[src/rtl/arb_request_agent_pkg.sv]
// ----------------------------------------------------------------------------
// arb_request_agent_pkg
//
// Shared definitions for the requester-side agent of the 3-way priority
// arbiter. The state encoding and the default timing constants are also used
// by the arbiter bench, so keep the encodings stable.
//
// Contents:
//   agent_state_t      2-bit FSM encoding (IDLE=00, REQ=01, XFER=10, GAP_WAIT=11)
//   DEFAULT_MAX_WAIT   cycles in REQ without grant before a burst is aborted
//   DEFAULT_GAP        cycles req is held low after a burst
//   GAP_CNT_W          width of the post-burst gap counter
//   is_busy_state()    true for every state except IDLE
// ----------------------------------------------------------------------------
package arb_request_agent_pkg;

  typedef enum logic [1:0] {
    ST_IDLE     = 2'b00,
    ST_REQ      = 2'b01,
    ST_XFER     = 2'b10,
    ST_GAP_WAIT = 2'b11
  } agent_state_t;

  localparam int DEFAULT_MAX_WAIT = 200;
  localparam int DEFAULT_GAP      = 1;
  localparam int GAP_CNT_W        = 3;

  function automatic logic is_busy_state(input agent_state_t s);
    return (s != ST_IDLE);
  endfunction

endpackage

[src/rtl/arb_wait_counter.sv]
// ----------------------------------------------------------------------------
// arb_wait_counter
//
// Loadable up-counter that saturates at LIMIT. The 'last' flag is raised
// while the count sits at LIMIT-1, i.e. the next enabled increment reaches
// the limit; callers use it to decide on the same edge that the count would
// hit LIMIT.
//
// Ports:
//   clk       rising-edge clock
//   reset     asynchronous, active-high; clears the count
//   load      load 'load_val' (takes priority over 'en')
//   load_val  value loaded on 'load'
//   en        increment enable (ignored once the count equals LIMIT)
//   last      count == LIMIT-1
// ----------------------------------------------------------------------------
module arb_wait_counter #(
  parameter int W     = 8,
  parameter int LIMIT = 200
) (
  input  logic         clk,
  input  logic         reset,
  input  logic         load,
  input  logic [W-1:0] load_val,
  input  logic         en,
  output logic         last
);

  localparam logic [W-1:0] LIMIT_V = W'(LIMIT);
  localparam logic [W-1:0] LAST_V  = W'(LIMIT - 1);

  logic [W-1:0] count_reg;
  logic [W-1:0] count_next;

  always_comb begin
    count_next = count_reg;
    if (load) begin
      count_next = load_val;
    end else if (en && (count_reg != LIMIT_V)) begin
      count_next = count_reg + W'(1);
    end
  end

  always_ff @(posedge clk or posedge reset) begin
    if (reset) begin
      count_reg <= '0;
    end else begin
      count_reg <= count_next;
    end
  end

  assign last = (count_reg == LAST_V);

endmodule

[src/rtl/arb_request_agent.sv]
// ----------------------------------------------------------------------------
// arb_request_agent
//
// Client end of the req/grant handshake of the 3-way priority arbiter.
// A burst command (start + len) raises req until grant arrives; one beat is
// transferred per granted cycle. After the last beat req is held low for GAP
// cycles so the arbiter returns to IDLE, then done pulses. If no grant is
// seen for MAX_WAIT cycles in REQ the burst is abandoned and timeout pulses
// instead of done.
//
// Ports:
//   clk         rising-edge clock
//   reset       asynchronous, active-high; clears all state
//   start       burst command strobe (honoured only in IDLE)
//   len         number of beats, sampled with start (0 = empty burst)
//   grant       this agent's grant bit from the arbiter
//   req         registered request, high in REQ and XFER
//   beat_valid  a beat is transferred this cycle (XFER && grant)
//   beat_idx    0-based index of the current beat
//   busy        registered, high in REQ, XFER and GAP_WAIT
//   done        registered one-cycle pulse on burst completion
//   timeout     registered one-cycle pulse on burst abort
// ----------------------------------------------------------------------------
module arb_request_agent
  import arb_request_agent_pkg::*;
#(
  parameter int LEN_W    = 4,
  parameter int WAIT_W   = 8,
  parameter int MAX_WAIT = DEFAULT_MAX_WAIT,
  parameter int GAP      = DEFAULT_GAP
) (
  input  logic             clk,
  input  logic             reset,
  input  logic             start,
  input  logic [LEN_W-1:0] len,
  input  logic             grant,
  output logic             req,
  output logic             beat_valid,
  output logic [LEN_W-1:0] beat_idx,
  output logic             busy,
  output logic             done,
  output logic             timeout
);

  agent_state_t     state_reg, state_next;
  logic [LEN_W-1:0] len_reg, len_next;
  logic [LEN_W-1:0] beat_idx_reg, beat_idx_next;
  logic             req_reg, req_next;
  logic             busy_reg, busy_next;
  logic             done_reg, done_next;
  logic             timeout_reg, timeout_next;
  // Remembers that the current GAP_WAIT was entered by an abort, so the
  // exit pulse is timeout rather than done.
  logic             aborted_reg, aborted_next;

  logic             wait_load, wait_en, wait_last;
  logic             gap_load, gap_en, gap_last;

  // Starvation counter: counts REQ cycles without grant.
  arb_wait_counter #(
    .W     (WAIT_W),
    .LIMIT (MAX_WAIT)
  ) u_wait_cnt (
    .clk      (clk),
    .reset    (reset),
    .load     (wait_load),
    .load_val ('0),
    .en       (wait_en),
    .last     (wait_last)
  );

  // Gap counter: counts GAP_WAIT cycles with req held low.
  arb_wait_counter #(
    .W     (GAP_CNT_W),
    .LIMIT (GAP)
  ) u_gap_cnt (
    .clk      (clk),
    .reset    (reset),
    .load     (gap_load),
    .load_val ('0),
    .en       (gap_en),
    .last     (gap_last)
  );

  always_comb begin
    state_next    = state_reg;
    len_next      = len_reg;
    beat_idx_next = beat_idx_reg;
    aborted_next  = aborted_reg;
    done_next     = 1'b0;
    timeout_next  = 1'b0;
    wait_load     = 1'b0;
    wait_en       = 1'b0;
    gap_load      = 1'b0;
    gap_en        = 1'b0;

    case (state_reg)
      ST_IDLE: begin
        // The cycle carrying done/timeout still closes the previous burst;
        // a start on that cycle is dropped rather than queued.
        if (start && !done_reg && !timeout_reg) begin
          if (len != '0) begin
            len_next      = len;
            beat_idx_next = '0;
            aborted_next  = 1'b0;
            wait_load     = 1'b1;
            state_next    = ST_REQ;
          end else begin
            done_next = 1'b1;
          end
        end
      end

      ST_REQ: begin
        if (grant) begin
          state_next = ST_XFER;
        end else begin
          wait_en = 1'b1;
          // wait_last means this increment brings the count to MAX_WAIT.
          if (wait_last) begin
            aborted_next = 1'b1;
            gap_load     = 1'b1;
            state_next   = ST_GAP_WAIT;
          end
        end
      end

      ST_XFER: begin
        if (grant) begin
          beat_idx_next = beat_idx_reg + LEN_W'(1);
          if (beat_idx_reg == (len_reg - LEN_W'(1))) begin
            gap_load   = 1'b1;
            state_next = ST_GAP_WAIT;
          end
        end else begin
          // Grant withdrawn mid-burst: re-request from the same beat index
          // with a fresh starvation budget.
          wait_load  = 1'b1;
          state_next = ST_REQ;
        end
      end

      ST_GAP_WAIT: begin
        gap_en = 1'b1;
        if (gap_last) begin
          state_next = ST_IDLE;
          if (aborted_reg) begin
            timeout_next = 1'b1;
          end else begin
            done_next = 1'b1;
          end
        end
      end

      default: begin
        state_next = ST_IDLE;
      end
    endcase

    req_next  = (state_next == ST_REQ) || (state_next == ST_XFER);
    busy_next = is_busy_state(state_next);
  end

  always_ff @(posedge clk or posedge reset) begin
    if (reset) begin
      state_reg    <= ST_IDLE;
      len_reg      <= '0;
      beat_idx_reg <= '0;
      req_reg      <= 1'b0;
      busy_reg     <= 1'b0;
      done_reg     <= 1'b0;
      timeout_reg  <= 1'b0;
      aborted_reg  <= 1'b0;
    end else begin
      state_reg    <= state_next;
      len_reg      <= len_next;
      beat_idx_reg <= beat_idx_next;
      req_reg      <= req_next;
      busy_reg     <= busy_next;
      done_reg     <= done_next;
      timeout_reg  <= timeout_next;
      aborted_reg  <= aborted_next;
    end
  end

  // Grant arriving in GAP_WAIT is a stale echo of the previous cycle's req
  // and never qualifies a beat, since only XFER is considered.
  assign beat_valid = (state_reg == ST_XFER) && grant;
  assign req        = req_reg;
  assign busy       = busy_reg;
  assign done       = done_reg;
  assign timeout    = timeout_reg;
  assign beat_idx   = beat_idx_reg;

endmodule

[config.mk]
export PLATFORM = sky130hd
export DESIGN_NAME = arb_request_agent
export DESIGN_NICKNAME = d
export VERILOG_FILES = /design/src/rtl/arb_request_agent_pkg.sv /design/src/rtl/arb_wait_counter.sv /design/src/rtl/arb_request_agent.sv
export SDC_FILE = /design/constraint.sdc
export NUM_CORES = 1
export LEC_CHECK = 0
export ABC_AREA = 1
export BUFFER_PORTS_ARGS = -buffer_cell sky130_fd_sc_hd__clkbuf_2
export CORE_MARGIN = 2
export CORE_UTILIZATION = 45
export CTS_CLUSTER_DIAMETER = 50
export DETAILED_ROUTE_END_ITERATION = 8
export GPL_TIMING_DRIVEN = 0
export PLACE_DENSITY_LB_ADDON = 0.2
export SYNTH_ARGS = -nofsm -noshare
export SYNTH_HDL_FRONTEND = slang
export SYNTH_SLANG_ARGS = --single-unit
[constraint.sdc]
create_clock -name clk -period 4.43 [get_ports clk]
set_input_delay 0.6645 -clock clk [delete_from_list [all_inputs] [get_ports clk]]
set_output_delay 0.6645 -clock clk [all_outputs]
set_load 0.005 [all_outputs]
==> flow_summary.json, run 1 <==
{
  "final_max_slew_viol_count": 0,
  "finalClockSkew_ps": 3.46,
  "hold_path.class": "flip-flop to flip-flop",
  "grt_overflow": 0,
  "drt_iter0_drc": 69,
  "ant_nets": 0,
  "finish.utilization_pct": 52.0,
  "finalSetupViolCount": 0,
  "async_flop_share_pct": 100,
  "routedWlPerCell_microns": 10.6,
  "gp_congestion": 0.778,
  "pin_count": 17,
  "ff2ff_path_depth": 9,
  "worstMarginPinSlew_ps": 990,
  "die_h_microns": 65.6,
  "drc": 0,
  "largest_reg_flops": 8,
  "syn_area_per_cell_sq_um": 7.62,
  "yosys_register_bits": 26,
  "status": "finished, final reports clean",
  "yosysTopAreaCell": "dfrtp_1",
  "worstReg2RegEnd": "req",
  "postCtsHoldBufs": 0,
  "synth_cell_types": 27,
  "grt_pass1_vias": 1243,
  "synth-main-ff-cell": "dfrtp_1",
  "cp-end-kind": "output port",
  "drt_wl_total_microns": 3090,
  "drive_gt1_share_pct": 13.9,
  "cts_made_buffers": 3,
  "port_buffers": 16,
  "initial_utilization_pct": 46.7,
  "synth_area_leaders": "dfrtp_1 (38%), nand2_1 (14%), ha_1 (8.8%)",
  "cts_sinks": 26,
  "die_area_sq_um": 4300,
  "power_density_nw_per_um2": 503,
  "hold_depth": 2,
  "root_buffer": "clkbuf_8",
  "grtUsageTotal_pct": 16.3,
  "dp_slack_ps": 2570,
  "core_area_sq_um": 3660,
  "fin_crit_sh_pct": 48.8,
  "ir_worst_vdd_uv": 249,
  "hold_violations": 0,
  "post_cts.repair.setup_buffers": 0,
  "synth-edff-count": 0,
  "cp.required_ps": 3770,
  "cp-start-kind": "flip-flop",
  "netlist_area_sq_um": 1710,
  "cts_tree": "done",
  "grt_pass1_wl_microns": 5380,
  "max_freq_ghz": 0.462,
  "setup.worst_path.class": "flip-flop to output port",
  "rsz0062_at_grt": "no",
  "path_max_fanout": 7,
  "routed_via_density": 4.84,
  "htreeDepth": 1,
  "seq_area_frac_synth_pct": 38.1,
  "clock_path_buffers": 2,
  "p_leak_uw": 0.00100,
  "worstReg2RegStart": "state_reg[0]",
  "whs_endpoint": "len_reg[1]",
  "fin_setup_tns_ps": 0,
  "syn-num-nets": 244,
  "synth.top_cell.area_share_pct": 38.1,
  "slew_headroom_pct": 33.9,
  "syn_inst": 224,
  "dp_hpwl_microns": 2420,
  "setup_slack_ps": 2270,
  "antenna_found_initial": 0,
  "yosysWarnings": 0,
  "cap_viol_max_count": 0,
  "regToRegSetupSlack_ps": 2550,
  "area_delta_synth_final_pct": 11.4,
  "hold_start": "len_reg[1]",
  "die_w_microns": 65.6,
  "yosysMostFrequentCell": "nand2_1",
  "drt_first_pass_iters": 5,
  "final_net_count": 265,
  "cts_resized": 0,
  "grt_max_degree": 27,
  "min_period_ps": 2160,
  "clk_latency_ps": 270,
  "synth_top_cells_by_count": "nand2_1 (62), inv_1 (40), dfrtp_1 (26)",
  "path_clk_slew_ps": 90,
  "num_vias": 1414,
  "antennaDiodeCount": 0,
  "rows": 22,
  "cp.arrival_ps": 1500
}
critical path: stages (launching register included):
cell,delay (ps)
dfrtp_1,450
inv_1,150
ha_1,300
nand2_1,120
inv_1,100
clkbuf_2,120
final cells by class:
type                            instances  area, sq um
Sequential cell                        26          651
Inverter                               44          165
Tap cell                               48         60.1
Fill cell                             363         1760
Multi-Input combinational cell        154          892
Timing Repair Buffer                   16         80.1
Clock buffer                            4         55.1
per-layer routing:
layer | vias up | GRT usage, % | wire length (microns)
li1 | 738 | - | -
met1 | 656 | 21.1 | 1490
met2 | 16 | 27.2 | 1450
met3 | 4 | 3.77 | 103
met4 | 0 | 4.69 | 39
met5 | - | 0 | 0
how the worst max path moves through the flow:
| stage | start | end | cells past startpoint |
|---|---|---|---|
| 2_1_floorplan | state_reg[0] | req | 9 |
| 3_3_place_gp | state_reg[0] | req | 9 |
| 3_5_place_dp | grant | req | 10 |
| 4_1_cts | state_reg[0] | beat_valid | 5 |
| 5_1_grt | state_reg[0] | beat_valid | 5 |
| 6_report | state_reg[0] | beat_valid | 5 |
power breakdown:
part / internal [uW] / switching (uW)
registers: 304 / 48.9
logic: 173 / 278
clock network: 79.6 / 75.2
stage by stage:
step	std cells	total power [uW]	area, sq um	hold slack, ps
finish	292	958	1900	493
global route	292	1070	1900	518
CTS	292	973	1900	502
detailed placement	288	815	1850	481
global placement	288	811	1850	473
floorplan	224	717	1710	453
logic make-up (layout without fill, tap and decap cells):
group,count (synthesis),in the layout,share of synthesized area [%]
AOI/OAI and AO/OA,34,34,11.0
xor gates and xnor gates,8,8,4.10
adders and majority gates,12,12,8.79
buffers and inverters,44,64,9.67
DFF,26,26,38.1
and+or+nand+nor,100,100,28.4
placed cells by master, fill, tap and decap left out, drive strengths merged:
cell / synthesis / layout
nand2: 65 / 65
inv: 43 / 43
dfrtp: 26 / 26
clkbuf: 0 / 20
o21ai: 19 / 19
nand3: 13 / 13
a21oi: 12 / 12
ha: 12 / 12
nor2: 12 / 12
xor2: 7 / 7
nor3: 4 / 4
nand4: 3 / 3
a21boi: 2 / 2
nor3b: 2 / 2
clkinv: 1 / 1
nand3b: 1 / 1
xnor2: 1 / 1
a31oi: 1 / 1
Note: power is estimated with default switching activity, not from simulation.
==> run 2: changes to the inputs <==
Settings changed: ABC_AREA 1 to 0.
Clock period 4.43 ns to 2.1 ns, I/O delays scaled along.
==> run 2 against run 1 <==
  * Final cell count is 21% lower
  * Final area down 5.7%
  * Clock-buffer cell count decreased by 1
  * Synthesized area fell by 8.0%
  * First-iteration DRC count grew 13%
  * Die area fell by 7.5%
  * Sequential share of layout area is 2.1 points higher
  * Synthesized cell count decreased by 26%
  * Clock power is 130% higher
  * Global-route usage increased by 1.3 points
  * Largest power group unchanged
==> flow_summary.json, run 2 <==
{
  "status": "finished, final reports clean",
  "p_sw_uw": 895,
  "n_fill_cell": 329,
  "drt_iter0_drc": 78,
  "netlist_area_sq_um": 1570,
  "setup.worst_path.class": "flip-flop to flip-flop",
  "synth_top_cells_by_count": "dfrtp_1 (26), nand2_1 (21), inv_1 (14)",
  "synth.top_cell.area_share_pct": 41.4,
  "grt_pass1_wl_microns": 5680,
  "ant_nets": 0,
  "grt_max_degree": 27,
  "seq_area_frac_synth_pct": 41.4,
  "syn_inst": 165,
  "num_vias": 1251,
  "fin_crit_sh_pct": 94.3,
  "seqCellArea_sq_um": 652,
  "drc": 0,
  "pwr-share-seq_pct": 34.8,
  "antennaDiodeCount": 0,
  "fin_setup_tns_ps": 0,
  "internal-power_uw": 1320,
  "root_buffer": "clkbuf_4",
  "multi_input_area_sq_um": 878,
  "yosysMostFrequentCell": "dfrtp_1",
  "dpl.cell_count": 227,
  "yosysWarnings": 0,
  "path_max_fanout": 8,
  "cp.required_ps": 2360,
  "p_comb_share_pct": 49.1,
  "max_freq_ghz": 0.505,
  "synth_area_leaders": "dfrtp_1 (41%), ha_1 (9.6%), nand2_1 (5.0%)",
  "synth_cell_types": 40,
  "die_area_sq_um": 3980,
  "grtUsageTotal_pct": 17.6,
  "initial_utilization_pct": 47.1,
  "syn-num-nets": 185,
  "path_clk_slew_ps": 160,
  "die_h_microns": 63.1,
  "synth-main-ff-cell": "dfrtp_1",
  "cap_viol_max_count": 0,
  "hold_path.class": "input pin to asynchronous set/reset pin",
  "finalPower_uw": 2210,
  "port_buffers": 16,
  "dp_slack_ps": -49.7,
  "hold_violations": 0,
  "antenna_found_initial": 0,
  "cts_sinks": 26,
  "routed_via_density": 5.42,
  "yosysTopAreaCell": "dfrtp_1",
  "core_area_sq_um": 3340,
  "worstMarginPinSlew_ps": 1010,
  "grt_overflow": 0,
  "async_flop_share_pct": 100,
  "cp-start-kind": "flip-flop",
  "final_max_slew_viol_count": 0,
  "largest_reg_flops": 8,
  "cpMaxStageDelayCell": "dfrtp_1",
  "switching_share_pct": 40.5,
  "rows": 21,
  "routedWlPerCell_microns": 14.1,
  "setup_slack_ps": 121,
  "grt_pass1_vias": 1257,
  "die_w_microns": 63.1,
  "drt_wl_total_microns": 3250,
  "crit_path_max_incr_delay_ps": 460,
  "final_net_count": 206,
  "hold_slack_ps": 159,
  "cp.arrival_ps": 2240,
  "p_leak_uw": 0.000900,
  "cts_made_buffers": 3,
  "final_common_cell": "dfrtp_1",
  "finalNonFillerCells": 231,
  "synth-edff-count": 0,
  "slew_headroom_pct": 32.3,
  "min_period_ps": 1980,
  "clock_path_buffers": 2,
  "clk_latency_ps": 350,
  "ir_worst_vdd_uv": 664,
  "cp-end-kind": "flip-flop",
  "cp_cell_sequence": "inv_2 -> ha_4 -> and4bb_2 -> nand2b_1 -> clkbuf_4 -> nand3_1 -> a31o_1 -> ha_1",
  "mostFrequentLayoutCells": "dfrtp_1 (25), nand2_1 (21), clkbuf_2 (16)",
  "area_delta_synth_final_pct": 14.3,
  "gp_congestion": 0.850,
  "htreeDepth": 1,
  "dp_hpwl_microns": 2400,
  "drive_gt1_share_pct": 17.8,
  "power_density_nw_per_um2": 1230,
  "finalSetupViolCount": 0,
  "syn_area_per_cell_sq_um": 9.52,
  "rsz0062_at_grt": "no",
  "finalClockSkew_ps": 23.7,
  "cts_tree": "done",
  "pin_count": 17,
  "yosys_register_bits": 26,
  "power.share.clock_pct": 16.1,
  "drt_first_pass_iters": 4
}
## run 2: cell count changes in the layout (fill, tap and decap cells not counted), sizes merged, moves of 3 or more
cell	previous run	this run
xnor2	1	4
nand2	65	21
inv	43	14
o21ai	19	10
and3	0	3
o31ai	0	3
and2	0	3
nand2b	0	3
nand4	3	7
nand3	13	5
a21oi	12	3
## run 2: cells by family after synthesis
| logic type | count (synthesis) | share of synthesized area, % |
|---|---|---|
| AND/OR/NAND/NOR | 67 | 23.2 |
| AO/OA/AOI/OAI | 28 | 12.3 |
| flip-flops | 26 | 41.4 |
| buffers and inverters | 17 | 4.14 |
| XOR/XNOR | 13 | 8.12 |
| adder cells (fa/ha/maj) | 12 | 9.55 |
| multiplexers | 2 | 1.27 |
## run 2: timing repair
| action | 4_1_cts | 5_1_grt |
|---|---|---|
| endpoints found under the setup margin | 2 | 4 |
| hold buffers | 0 | 0 |
| buffers inserted | 0 | 1 |
| resized for setup | 4 | 9 |
| pin swaps | 0 | 1 |
## run 2: critical path, delay by kind of cell (launching register included)
family | cells | cell delay, ps
DFF | 1 | 460
AOI/OAI and AO/OA | 1 | 230
adders and majority gates | 2 | 450
and+or+nand+nor | 3 | 470
buffers and inverters | 2 | 260
## run 2: path summary, 6_finish.rpt
kind / start / depth (start not counted) / endpoint / slack, ps
max: state_reg[0] / 8 / req / 120
min: reset / 2 / beat_idx[2] / 160
max reg2reg: state_reg[0] / 8 / req / 120
min reg2reg: len_reg[3] / 2 / len_reg[3] / 520
max in group asynchronous: reset / 2 / state_reg[1] / 1240
min in group clk: len[3] / 3 / len_reg[3] / 200
## run 2: final cells by class
class / instances / area share, %
Sequential cell: 26 / 36.3
Multi-Input combinational cell: 122 / 48.9
Inverter: 14 / 2.93
Clock inverter: 1 / 1.67
Clock buffer: 3 / 1.25
Timing Repair Buffer: 17 / 4.88
Tap cell: 46 / 3.21
Buffer: 2 / 0.836
## run 2: power by group through the flow
| stage | registers (uW) | clock network [uW] | logic [uW] |
|---|---|---|---|
| 3_3_place_gp | 769 | 0 | 949 |
| 5_1_grt | 795 | 376 | 1250 |
| 4_1_cts | 769 | 358 | 1020 |
| 6_report | 770 | 356 | 1090 |
| 3_5_place_dp | 779 | 0 | 992 |
| 2_1_floorplan | 750 | 0 | 756 |
## run 2: per-stage QoR
step                      util [%]  instance area, sq um
after floorplan                  -                  1570
after global placement        51.2                  1710
after detailed placement      51.2                  1710
after CTS                     52.9                  1770
after global routing          53.8                  1800
final                         53.8                  1800
## run 2: per-layer routing
metal	track usage (%)	part of all wire, %	vias up
met5	0	0	-
met4	5.56	1.4	0
met3	2.32	2.7	4
met2	30.6	51	18
met1	22.7	45	613
li1	-	-	616
